[config.mk]
export PLATFORM = sky130hd
export DESIGN_NAME = adc_frame_scheduler
export DESIGN_NICKNAME = d
export VERILOG_FILES = /design/src/rtl/adc_frame_scheduler.sv
export SDC_FILE = /design/constraint.sdc
export NUM_CORES = 1
export LEC_CHECK = 0
export CELL_PAD_IN_SITES_DETAIL_PLACEMENT = 1
export CELL_PAD_IN_SITES_GLOBAL_PLACEMENT = 2
export CORE_UTILIZATION = 43
export CTS_CLUSTER_SIZE = 14
export DETAILED_ROUTE_END_ITERATION = 6
export PLACE_DENSITY = 0.89
export SLEW_MARGIN = 20
export SYNTH_ARGS = -nofsm -noshare
export SYNTH_HDL_FRONTEND = slang
export SYNTH_SLANG_ARGS = --single-unit
[constraint.sdc]
create_clock -name clk -period 4.15 [get_ports clk]
set_input_delay 0.83 -clock clk [delete_from_list [all_inputs] [get_ports clk]]
set_output_delay 0.83 -clock clk [all_outputs]
set_load 0.02 [all_outputs]
[src/rtl/adc_frame_scheduler.sv]
// adc_frame_scheduler
//   Frame sequencer for the multi-ADC acquisition path. A free-running period
//   counter produces one tick per frame period. Each accepted tick starts one
//   conversion per ADC (ADC0 first) on the shared SPI engine. When all ADCs are
//   done, the results go to the UART transmitter as one framed packet:
//     A5, {lo,hi} per ADC, then the XOR of all data bytes.
//   Ports:
//     clk, rst                  clock, synchronous active-high reset
//     enable, chan_sel          frame enable, ADC input channel (latched per frame)
//     conv_start/adc/chan       request to the SPI conversion engine
//     conv_done/data            result handshake from the SPI conversion engine
//     tx_start/data, tx_busy    byte handshake with the UART transmitter
//     frame_active, overrun,    status: busy, sticky dropped-tick flag,
//     conv_err, frame_count     sticky timeout flag, completed-frame counter
module adc_frame_scheduler #(
  parameter int NUM_ADC      = 8,
  parameter int CLK_HZ       = 25000000,
  parameter int SAMPLE_HZ    = 100,
  parameter int CONV_TIMEOUT = 1024
) (
  input  logic        clk,
  input  logic        rst,
  input  logic        enable,
  input  logic [2:0]  chan_sel,
  output logic        conv_start,
  output logic [2:0]  conv_adc,
  output logic [2:0]  conv_chan,
  input  logic        conv_done,
  input  logic [9:0]  conv_data,
  output logic        tx_start,
  output logic [7:0]  tx_data,
  input  logic        tx_busy,
  output logic        frame_active,
  output logic        overrun,
  output logic        conv_err,
  output logic [15:0] frame_count
);

  localparam int PERIOD    = CLK_HZ / SAMPLE_HZ;
  localparam int PCNT_W    = (PERIOD > 1) ? $clog2(PERIOD) : 1;
  localparam int TOUT_W    = (CONV_TIMEOUT > 1) ? $clog2(CONV_TIMEOUT) : 1;
  localparam int NUM_BYTES = 2 * NUM_ADC + 2;
  localparam int PTR_W     = $clog2(NUM_BYTES);
  localparam int IDX_W     = (NUM_ADC > 1) ? $clog2(NUM_ADC) : 1;

  localparam logic [PCNT_W-1:0] LAST_CNT  = PCNT_W'(PERIOD - 1);
  localparam logic [TOUT_W-1:0] LAST_TOUT = TOUT_W'(CONV_TIMEOUT - 1);
  localparam logic [PTR_W-1:0]  LAST_PTR  = PTR_W'(NUM_BYTES - 1);
  localparam logic [IDX_W-1:0]  LAST_IDX  = IDX_W'(NUM_ADC - 1);

  localparam logic [2:0] S_IDLE    = 3'd0;
  localparam logic [2:0] S_START   = 3'd1;
  localparam logic [2:0] S_WAIT    = 3'd2;
  localparam logic [2:0] S_TX_REQ  = 3'd3;
  localparam logic [2:0] S_TX_ACK  = 3'd4;
  localparam logic [2:0] S_TX_WAIT = 3'd5;

  logic [2:0]        r_state;
  logic [PCNT_W-1:0] r_pcnt;
  logic [TOUT_W-1:0] r_tcnt;
  logic [IDX_W-1:0]  r_idx;
  logic [PTR_W-1:0]  r_ptr;
  logic [9:0]        r_sample [NUM_ADC];
  logic              r_conv_start;
  logic [2:0]        r_conv_adc;
  logic [2:0]        r_conv_chan;
  logic              r_tx_start;
  logic [7:0]        r_tx_data;
  logic              r_overrun;
  logic              r_conv_err;
  logic [15:0]       r_frame_count;

  logic              w_tick;
  logic [7:0]        w_pkt [NUM_BYTES];
  logic [7:0]        w_xor [NUM_ADC+1];

  assign w_tick = (r_pcnt == LAST_CNT) & enable;

  // Packet image built from the sample registers; the checksum is a running
  // XOR chain over both data bytes of every ADC.
  assign w_pkt[0] = 8'hA5;
  assign w_xor[0] = 8'h00;
  generate
    for (genvar gi = 0; gi < NUM_ADC; gi++) begin : g_pkt
      assign w_pkt[2*gi+1] = r_sample[gi][7:0];
      assign w_pkt[2*gi+2] = {6'b0, r_sample[gi][9:8]};
      assign w_xor[gi+1]   = w_xor[gi] ^ r_sample[gi][7:0] ^ {6'b0, r_sample[gi][9:8]};
    end
  endgenerate
  assign w_pkt[NUM_BYTES-1] = w_xor[NUM_ADC];

  // Period counter runs regardless of state or enable so the frame cadence
  // stays fixed.
  always_ff @(posedge clk) begin
    if (rst) begin
      r_pcnt <= '0;
    end else if (r_pcnt == LAST_CNT) begin
      r_pcnt <= '0;
    end else begin
      r_pcnt <= r_pcnt + 1'b1;
    end
  end

  always_ff @(posedge clk) begin
    if (rst) begin
      r_state       <= S_IDLE;
      r_tcnt        <= '0;
      r_idx         <= '0;
      r_ptr         <= '0;
      r_conv_start  <= 1'b0;
      r_conv_adc    <= 3'd0;
      r_conv_chan   <= 3'd0;
      r_tx_start    <= 1'b0;
      r_tx_data     <= 8'h00;
      r_overrun     <= 1'b0;
      r_conv_err    <= 1'b0;
      r_frame_count <= 16'd0;
      for (int i = 0; i < NUM_ADC; i++) r_sample[i] <= 10'd0;
    end else begin
      r_conv_start <= 1'b0;
      r_tx_start   <= 1'b0;
      // A tick during a frame is dropped; the frame itself carries on.
      if (w_tick && (r_state != S_IDLE)) r_overrun <= 1'b1;
      case (r_state)
        S_IDLE: begin
          if (w_tick) begin
            r_conv_chan <= chan_sel;
            r_idx       <= '0;
            r_state     <= S_START;
          end
        end
        S_START: begin
          r_conv_start <= 1'b1;
          r_conv_adc   <= 3'(r_idx);
          r_tcnt       <= '0;
          r_state      <= S_WAIT;
        end
        S_WAIT: begin
          if (conv_done || (r_tcnt == LAST_TOUT)) begin
            if (conv_done) begin
              r_sample[r_idx] <= conv_data;
            end else begin
              r_sample[r_idx] <= 10'h3FF;
              r_conv_err      <= 1'b1;
            end
            if (r_idx == LAST_IDX) begin
              r_ptr   <= '0;
              r_state <= S_TX_REQ;
            end else begin
              r_idx   <= r_idx + 1'b1;
              r_state <= S_START;
            end
          end else begin
            r_tcnt <= r_tcnt + 1'b1;
          end
        end
        S_TX_REQ: begin
          if (!tx_busy) begin
            r_tx_start <= 1'b1;
            r_tx_data  <= w_pkt[r_ptr];
            r_state    <= S_TX_ACK;
          end
        end
        S_TX_ACK: begin
          if (tx_busy) r_state <= S_TX_WAIT;
        end
        S_TX_WAIT: begin
          if (!tx_busy) begin
            if (r_ptr == LAST_PTR) begin
              r_frame_count <= r_frame_count + 16'd1;
              r_state       <= S_IDLE;
            end else begin
              r_ptr   <= r_ptr + 1'b1;
              r_state <= S_TX_REQ;
            end
          end
        end
        default: r_state <= S_IDLE;
      endcase
    end
  end

  assign conv_start   = r_conv_start;
  assign conv_adc     = r_conv_adc;
  assign conv_chan    = r_conv_chan;
  assign tx_start     = r_tx_start;
  assign tx_data      = r_tx_data;
  assign frame_active = (r_state != S_IDLE);
  assign overrun      = r_overrun;
  assign conv_err     = r_conv_err;
  assign frame_count  = r_frame_count;

endmodule
==> summary.md, run 1 <==
| Metric | Value |
|---|---|
| Max cap viols | `0` |
| Peak supply drop | `0.2502 mV` |
| Final setup viols | `0` |
| Area Growth Syn to Fin | `16.08%` |
| Postcts setup bufs | `0` |
| Switching Share | `0.2540` |
| Post-Route WL | `22.22 mm` |
| Clk Latency, worst-skew pair | `0.44 ns` |
| Post-cts sizing count | `0` |
| Vias | `5857` |
| Arr. time, crit path | `3.13 ns` |
| Port Buf Inserts | `52` |
| Core Box Area | `18270 um^2` |
| Post-synthesis async set-or-reset flop share | `0` |
| Synth top area share | `0.2952` |
| Area leader, netlist | `edfxtp_1` |
| Unique masters post-synth | `71` |
| Crit path from | `conv_done` |
| Syn_nets | `764` |
| CTS root buffer | `clkbuf_16` |
| Crit path max fanout | `11` |
| Layout Nets | `814` |
| Reg2Reg Depth | `5` |
| Comb power frac | `0.101` |
| Diode count | `0` |
| Int Pwr | `2.701 mW` |
| HPWL after detailed placement | `15.87 mm` |
| FF-to-FF setup slack | `1.14 ns` |
| Seq/Total Area, Yosys | `0.4748` |
| Die H | `139.6 um` |
| Drt wl/cell | `21.55 um` |
| Clock skew | `0.01654 ns` |
| Req. time, crit path | `4.22 ns` |
| Worst Setup End Kind | `flop` |
| Placed Area | `8837 um^2` |
| Period utilization | `0.7365` |
| Clk pwr share | `0.436` |
| Die area | `19480 um^2` |
| CTS sink count | `153` |
| Io pins | `53` |
| Mapped Area | `8138 um^2` |
| Synth Flop Type | `edfxtp_1` |
| DR pass1 iterations | `4` |
| Final hold violation count | `0` |
| Rows | `49` |
| Startpoint Class | `primary input` |
| Setup_tns | `0 ns` |
| Switch Pwr | `0.9198 mW` |
| Remaining global-route overflow | `0` |
| Leakage | `3.169 nW` |
| Mean area per synthesized cell | `11.01 um^2` |
| Design area | `9447 um^2` |
| Main area contributors after synthesis | `edfxtp_1 30%, dfxtp_1 18%, xnor2_1 6.8%, nor2_2 5.7%, mux4_2 5.0%` |
| Total Routing Usage GR | `0.2399` |
| Worst flop-to-flop path startpoint | `r_state[2]` |
| Routability cong. | `0.8193` |
| Largest net degree at the start of global routing | `36` |
| HP Class | `flop to flop` |
| Remaining DRCs | `0` |
| Status | `finished clean` |
| Starting Density | `0.4454` |
| Hold_buf cts | `0` |
| Ys Warns | `0` |
| TritonCTS Buffers | `17` |
| Synthesized instance count | `739` |
| CTS tree | `done` |
| Via density | `5.681` |
| Slew HR | `0.4094` |
| Pwr Density | `383.3 nW/um^2` |
| Initial antenna violation count | `0` |
| Post-detailed-route count of antenna-violating nets | `0` |
| Least-Margin Pin Slew | `0.8791 ns` |
| Number of flops mapped to enable cells by yosys | `80` |
| Vias in the first global route | `6236` |
| CTS clk-pin slew, worst paths | `0.06 ns` |
| Setup CP Type | `primary input to flop` |
| Slew Limit Fails | `0` |
| Initial DRC count | `341` |
| Flop and latch count out of synthesis | `153` |
| Layout cell share with drive strength beyond 1 | `0.2082` |
| FMAX | `327.2 MHz` |
| Final min period | `3.056 ns` |
| Die W | `139.6 um` |
| R2R Path End | `r_sample[4][6]` |
| # H-tree levels | `4` |
| Sequential share of power | `0.463` |
| Critical Path Sink | `r_sample[4][6]` |
| First-pass GRT wire length | `35.24 mm` |
| Max clock buf depth | `2` |
| Unrepaired setup endpoints after global routing | `no` |
power groups by stage:
| stage | logic, mW | registers [mW] | clock network, mW |
|---|---|---|---|
| finish | 0.366 | 1.68 | 1.58 |
| global route | 0.388 | 1.68 | 1.66 |
| CTS | 0.364 | 1.68 | 1.60 |
| detailed placement | 0.360 | 1.71 | 0 |
| global placement | 0.344 | 1.70 | 0 |
| floorplan | 0.259 | 1.69 | 0 |
cell usage after synthesis, types with 3 or more instances:
cell type,n
nand2b_1,8
and3_1,8
buf_6,4
mux2i_1,16
and4b_1,4
o31ai_1,4
nor2_1,66
xnor2_1,63
o21ai_0,22
edfxtp_1,80
xnor3_1,6
buf_2,12
clkbuf_1,11
nor2b_1,4
mux2_2,4
ha_1,7
inv_1,17
a22oi_1,5
or4_1,4
nor2_2,74
and2_1,3
nor3_1,16
xor2_1,24
a21oi_1,33
nor2_8,9
nand2_1,42
mux4_2,18
or3_1,9
o211ai_1,4
nand3_1,20
dfxtp_1,73
nand4_1,8
nor4_1,6
buf_4,7
logic make-up after synthesis:
kind of cell    share of synthesized area
compound gates                    0.06504
xor+xnor                           0.1102
flops                              0.4748
buf+inv                           0.03628
fa+ha+maj                         0.01076
simple gates                       0.2279
mux                               0.07503
worst min-delay path by stage:
stage / from / to / slack (ns) / cells after the start
after global placement: r_pcnt[0] / r_pcnt[0] / 0.43 / 1
after CTS: r_pcnt[0] / r_pcnt[0] / 0.46 / 1
final: r_pcnt[0] / r_pcnt[0] / 0.45 / 1
after floorplan: r_pcnt[0] / r_pcnt[0] / 0.42 / 1
after global routing: r_pcnt[0] / r_pcnt[0] / 0.49 / 1
after detailed placement: r_pcnt[0] / r_pcnt[0] / 0.45 / 1
per-layer routing:
metal	share of wire	track usage	vias to the layer above
met5	0	0	-
met4	0.014	0.07230	0
met3	0.054	0.05609	32
met2	0.50	0.3975	148
met1	0.44	0.3121	2962
li1	-	-	2715
flip-flops by register name, summed over array words and instances (netlist names):
name         count
r_sample        80
r_pcnt          18
frame_count     16
r_tcnt          10
tx_data          8
r_ptr            5
conv_adc         3
conv_chan        3
r_idx            3
r_state          3
conv_err         1
conv_start       1
overrun          1
tx_start         1
final cells by class:
| cell class | instances | area (um^2) |
|---|---|---|
| clock buffer | 23 | 531.8 |
| clock inverter | 9 | 73.82 |
| tap | 229 | 286.5 |
| fill | 1948 | 8823 |
| sequential | 153 | 3864 |
| multi-input combinational | 531 | 3983 |
| inverter | 18 | 67.56 |
| timing repair buffer | 68 | 640.6 |
per-stage QoR:
stage	hold WS [ns]	util	instances	power (mW)	worst slack, ns
finish	0.4477	0.5171	1031	3.621	1.094
global route	0.4920	0.5171	1031	3.730	0.9784
CTS	0.4571	0.5168	1031	3.636	1.139
detailed placement	0.4453	0.4837	999	2.068	0.7553
global placement	0.4289	0.4837	999	2.047	0.8969
floorplan	0.4175	-	739	1.945	1.689
worst max-delay path, cell delays in order:
cell and delay [ns]:
clkdlybuf4s50_1 0.64, inv_1 0.11, o31a_1 0.17, nor3b_2 0.43
nand2_1 0.45, nand2_1 0.50
placed cells by master (no fill, tap or decap), drive strengths merged, types with 10 or more instances in the layout:
master and instances:
nor2 149, edfxtp 80, dfxtp 73, xnor2 63, clkdlybuf4s50 52, nand2 42, a21oi 34, xor2 24
o21ai 23, clkbuf 23, inv 21, nand3 20, mux4 18, nor3 18, mux2i 16, buf 16
nand4 11, or3 10
(Power assumes the default switching activity.)
==> run 2: changes to the inputs <==
--- a/config.mk
+++ b/config.mk
@@ -7,10 +7,10 @@
 export LEC_CHECK = 0
 export CELL_PAD_IN_SITES_DETAIL_PLACEMENT = 1
 export CELL_PAD_IN_SITES_GLOBAL_PLACEMENT = 2
-export CORE_UTILIZATION = 43
+export CORE_UTILIZATION = 40
 export CTS_CLUSTER_SIZE = 14
 export DETAILED_ROUTE_END_ITERATION = 6
-export PLACE_DENSITY = 0.89
+export PLACE_DENSITY = 0.84
 export SLEW_MARGIN = 20
 export SYNTH_ARGS = -nofsm -noshare
 export SYNTH_HDL_FRONTEND = slang
==> constraint.sdc (replaced) <==
create_clock -name clk -period 2.9 [get_ports clk]
set_input_delay 0.58 -clock clk [delete_from_list [all_inputs] [get_ports clk]]
set_output_delay 0.58 -clock clk [all_outputs]
set_load 0.02 [all_outputs]
==> run 2 against run 1 <==
Against the previous run: non-clock buffer count up 7; flip-flop and latch count unchanged; first-iteration DRC count down 6.2%; cell area up 0.81%; clock power up 37%; register-to-register slack worse by 0.70 ns; cell count up 4.2%; critical path depth down 3; clock skew down 0.0085 ns; core utilization down 3.4 points; global-route usage down 2.7 points; hold slack better by 0.00094 ns; largest cell class unchanged; largest power group unchanged.
==> summary.md, run 2 (same netlist as run 1, synthesis figures left out) <==
| Metric | Value |
|---|---|
| Non-Filler Instances | `1074 (+4.2%)` |
| Clk Latency, worst-skew pair | `0.43 ns (about the same)` |
| Diode count | `0 (unchanged)` |
| Sequential Area | `3864 um^2 (unchanged)` |
| Final setup viols | `0 (unchanged)` |
| Starting Density | `0.4127 (-0.03270)` |
| Clk pwr share | `0.426 (-0.010)` |
| Core Box Area | `19720 um^2 (+7.9%)` |
| Comb power frac | `0.103 (+0.002)` |
| Most common cell after layout, fill and taps aside | `edfxtp_1` |
| Max clock buf depth | `2 (unchanged)` |
| Drt wl/cell | `19.14 um (-11%)` |
| Crit path cell chain | `nor2_2 -> nand2_1 -> clkdlybuf4s50_1` |
| Largest net degree at the start of global routing | `36 (unchanged)` |
| Io pins | `53 (unchanged)` |
| Initial DRC count | `320 (-6.2%)` |
| HPWL after detailed placement | `15.47 mm (-2.5%)` |
| CTS clk-pin slew, worst paths | `0.06 ns (about the same)` |
| CTS tree | `done` |
| Worst path max stage delay | `0.59 ns (-0.05 ns)` |
| Final hold violation count | `0 (unchanged)` |
| Die H | `144.6 um (+3.6%)` |
| Setup CP Type | `flop to output port` |
| Clock skew | `0.008032 ns (-0.008513 ns)` |
| Total Routing Usage GR | `0.2124 (-0.02746)` |
| Period utilization | `0.9063` |
| Peak supply drop | `0.4180 mV (+67%)` |
| Crit path max fanout | `11 (unchanged)` |
| Top Family by Delay on Critical Path | `simple AND/OR/NAND/NOR gates` |
| Sequential share of power | `0.472 (+0.009)` |
| Slew Limit Fails | `0 (unchanged)` |
| Slew HR | `0.4009 (-0.008528)` |
| Critical path buffers and inverters | `1 (-1)` |
| Rows | `51 (+4.1%)` |
| Switching Share | `0.2440 (-0.01003)` |
| Routability cong. | `0.8378 (+2.3%)` |
| Startpoint Class | `flop` |
| Max stage delay cell, worst path | `clkdlybuf4s50_1` |
| Initial antenna violation count | `0 (unchanged)` |
| HP Class | `flop to flop` |
| Remaining DRCs | `0 (unchanged)` |
| Unrepaired setup endpoints after global routing | `no` |
| DR pass1 iterations | `7 (+3)` |
| Largest register FFs | `80 (unchanged)` |
| CTS sink count | `153 (unchanged)` |
| Vias in the first global route | `6095 (-2.3%)` |
| Remaining global-route overflow | `0 (unchanged)` |
| Final min period | `2.628 ns` |
| Status | `finished clean` |
| Pwr Density | `533.6 nW/um^2 (+39%)` |
| Vias | `5769 (-1.5%)` |
| Setup_tns | `0 ns (unchanged)` |
| CTS root buffer | `clkbuf_16` |
| Hold_buf cts | `0 (unchanged)` |
| TritonCTS Buffers | `17 (unchanged)` |
| Req. time, crit path | `2.32 ns (-1.90 ns)` |
| Commonest cells after routing, fill and taps aside | `80 x edfxtp_1, 74 x nor2_2, 73 x dfxtp_1, 66 x nor2_1, 63 x xnor2_1` |
| # H-tree levels | `4 (unchanged)` |
| Placed Area | `8947 um^2 (+1.2%)` |
| Layout cell share with drive strength beyond 1 | `0.2126 (+0.004379)` |
| Post-cts sizing count | `0 (unchanged)` |
| Postcts setup bufs | `0 (unchanged)` |
| Int Pwr | `3.841 mW (+42%)` |
| Design area | `9523 um^2 (+0.81%)` |
| Largest register by flop count | `r_sample` |
| Area Growth Syn to Fin | `17.02%` |
| Max cap viols | `0 (unchanged)` |
| Least-Margin Pin Slew | `0.8974 ns (+0.01833 ns)` |
| Via density | `5.372 (-5.4%)` |
| Arr. time, crit path | `2.05 ns (-1.08 ns)` |
| Leakage | `3.203 nW (+1.1%)` |
| FMAX | `380.5 MHz` |
| Switch Pwr | `1.240 mW (+35%)` |
| Post-Route WL | `20.55 mm (-7.5%)` |
| Placed cells | `1042 (+4.3%)` |
| FILL cells | `2083 (+6.9%)` |
| First-pass GRT wire length | `33.01 mm (-6.3%)` |
| Worst Setup End Kind | `output port` |
| Layout Nets | `821 (+0.86%)` |
| Die W | `144.6 um (+3.6%)` |
| Port Buf Inserts | `52 (unchanged)` |
| Area occupied by multi-input gates | `3979 um^2 (about the same)` |
| Post-detailed-route count of antenna-violating nets | `0 (unchanged)` |
| Die area | `20920 um^2 (+7.4%)` |
run 2: cell count changes in the layout (fill, tap and decap cells not counted), sizes merged:
cell / delta
buf: +7
clkinv: +3
clkinvlp: -2
bufinv: +1
clkbuf: -1
inv: -1
run 2: layer usage:
metal | wire length [um] | track usage | part of all wire | up-vias
met2 | 10140 | 0.3550 | 0.49 | 106
met4 | 243 | 0.05983 | 0.012 | 0
met5 | 0 | 0 | 0 | -
met1 | 9470 | 0.2824 | 0.46 | 2917
met3 | 695 | 0.03576 | 0.034 | 19
li1 | - | - | - | 2727
run 2: final cells by class:
type	count	area share
timing repair buffer	75	0.07410
clock inverter	10	0.009460
clock buffer	22	0.05098
tap	265	0.03482
multi-input combinational	531	0.4178
inverter	18	0.007095
sequential	153	0.4057
run 2: power groups by stage:
stage	clock network [mW]	logic [mW]	registers, mW
final	2.16	0.521	2.40
after global routing	2.28	0.556	2.40
after CTS	2.20	0.522	2.40
after detailed placement	0	0.517	2.44
after global placement	0	0.500	2.44
after floorplan	0	0.370	2.41
run 2: final timing paths:
| check | from | endpoint | slack, ns | cells after the start |
|---|---|---|---|---|
| hold reg to reg | r_pcnt[0] | r_pcnt[0] | 0.45 | 1 |
| setup / recovery | r_state[0] | frame_active | 0.27 | 3 |
| setup reg to reg | r_ptr[3] | r_ptr[0] | 0.44 | 5 |
| hold / removal | r_pcnt[0] | r_pcnt[0] | 0.45 | 1 |
run 2: worst reg2reg max path, delay by kind of cell (launching register included):
family | cells | cell delay (ns)
compound gates | 3 | 0.97
flops | 1 | 0.90
simple gates | 2 | 0.48
run 2: per-stage QoR:
step / setup slack [ns] / power [mW] / hold slack, ns / util
after floorplan: 0.6889 / 2.783 / 0.4175 / -
after global placement: 0.3752 / 2.937 / 0.4311 / 0.4538
after detailed placement: 0.2675 / 2.959 / 0.4441 / 0.4538
after CTS: 0.2881 / 5.122 / 0.4572 / 0.4830
after global routing: 0.1763 / 5.244 / 0.4819 / 0.4830
final: 0.2717 / 5.081 / 0.4486 / 0.4830
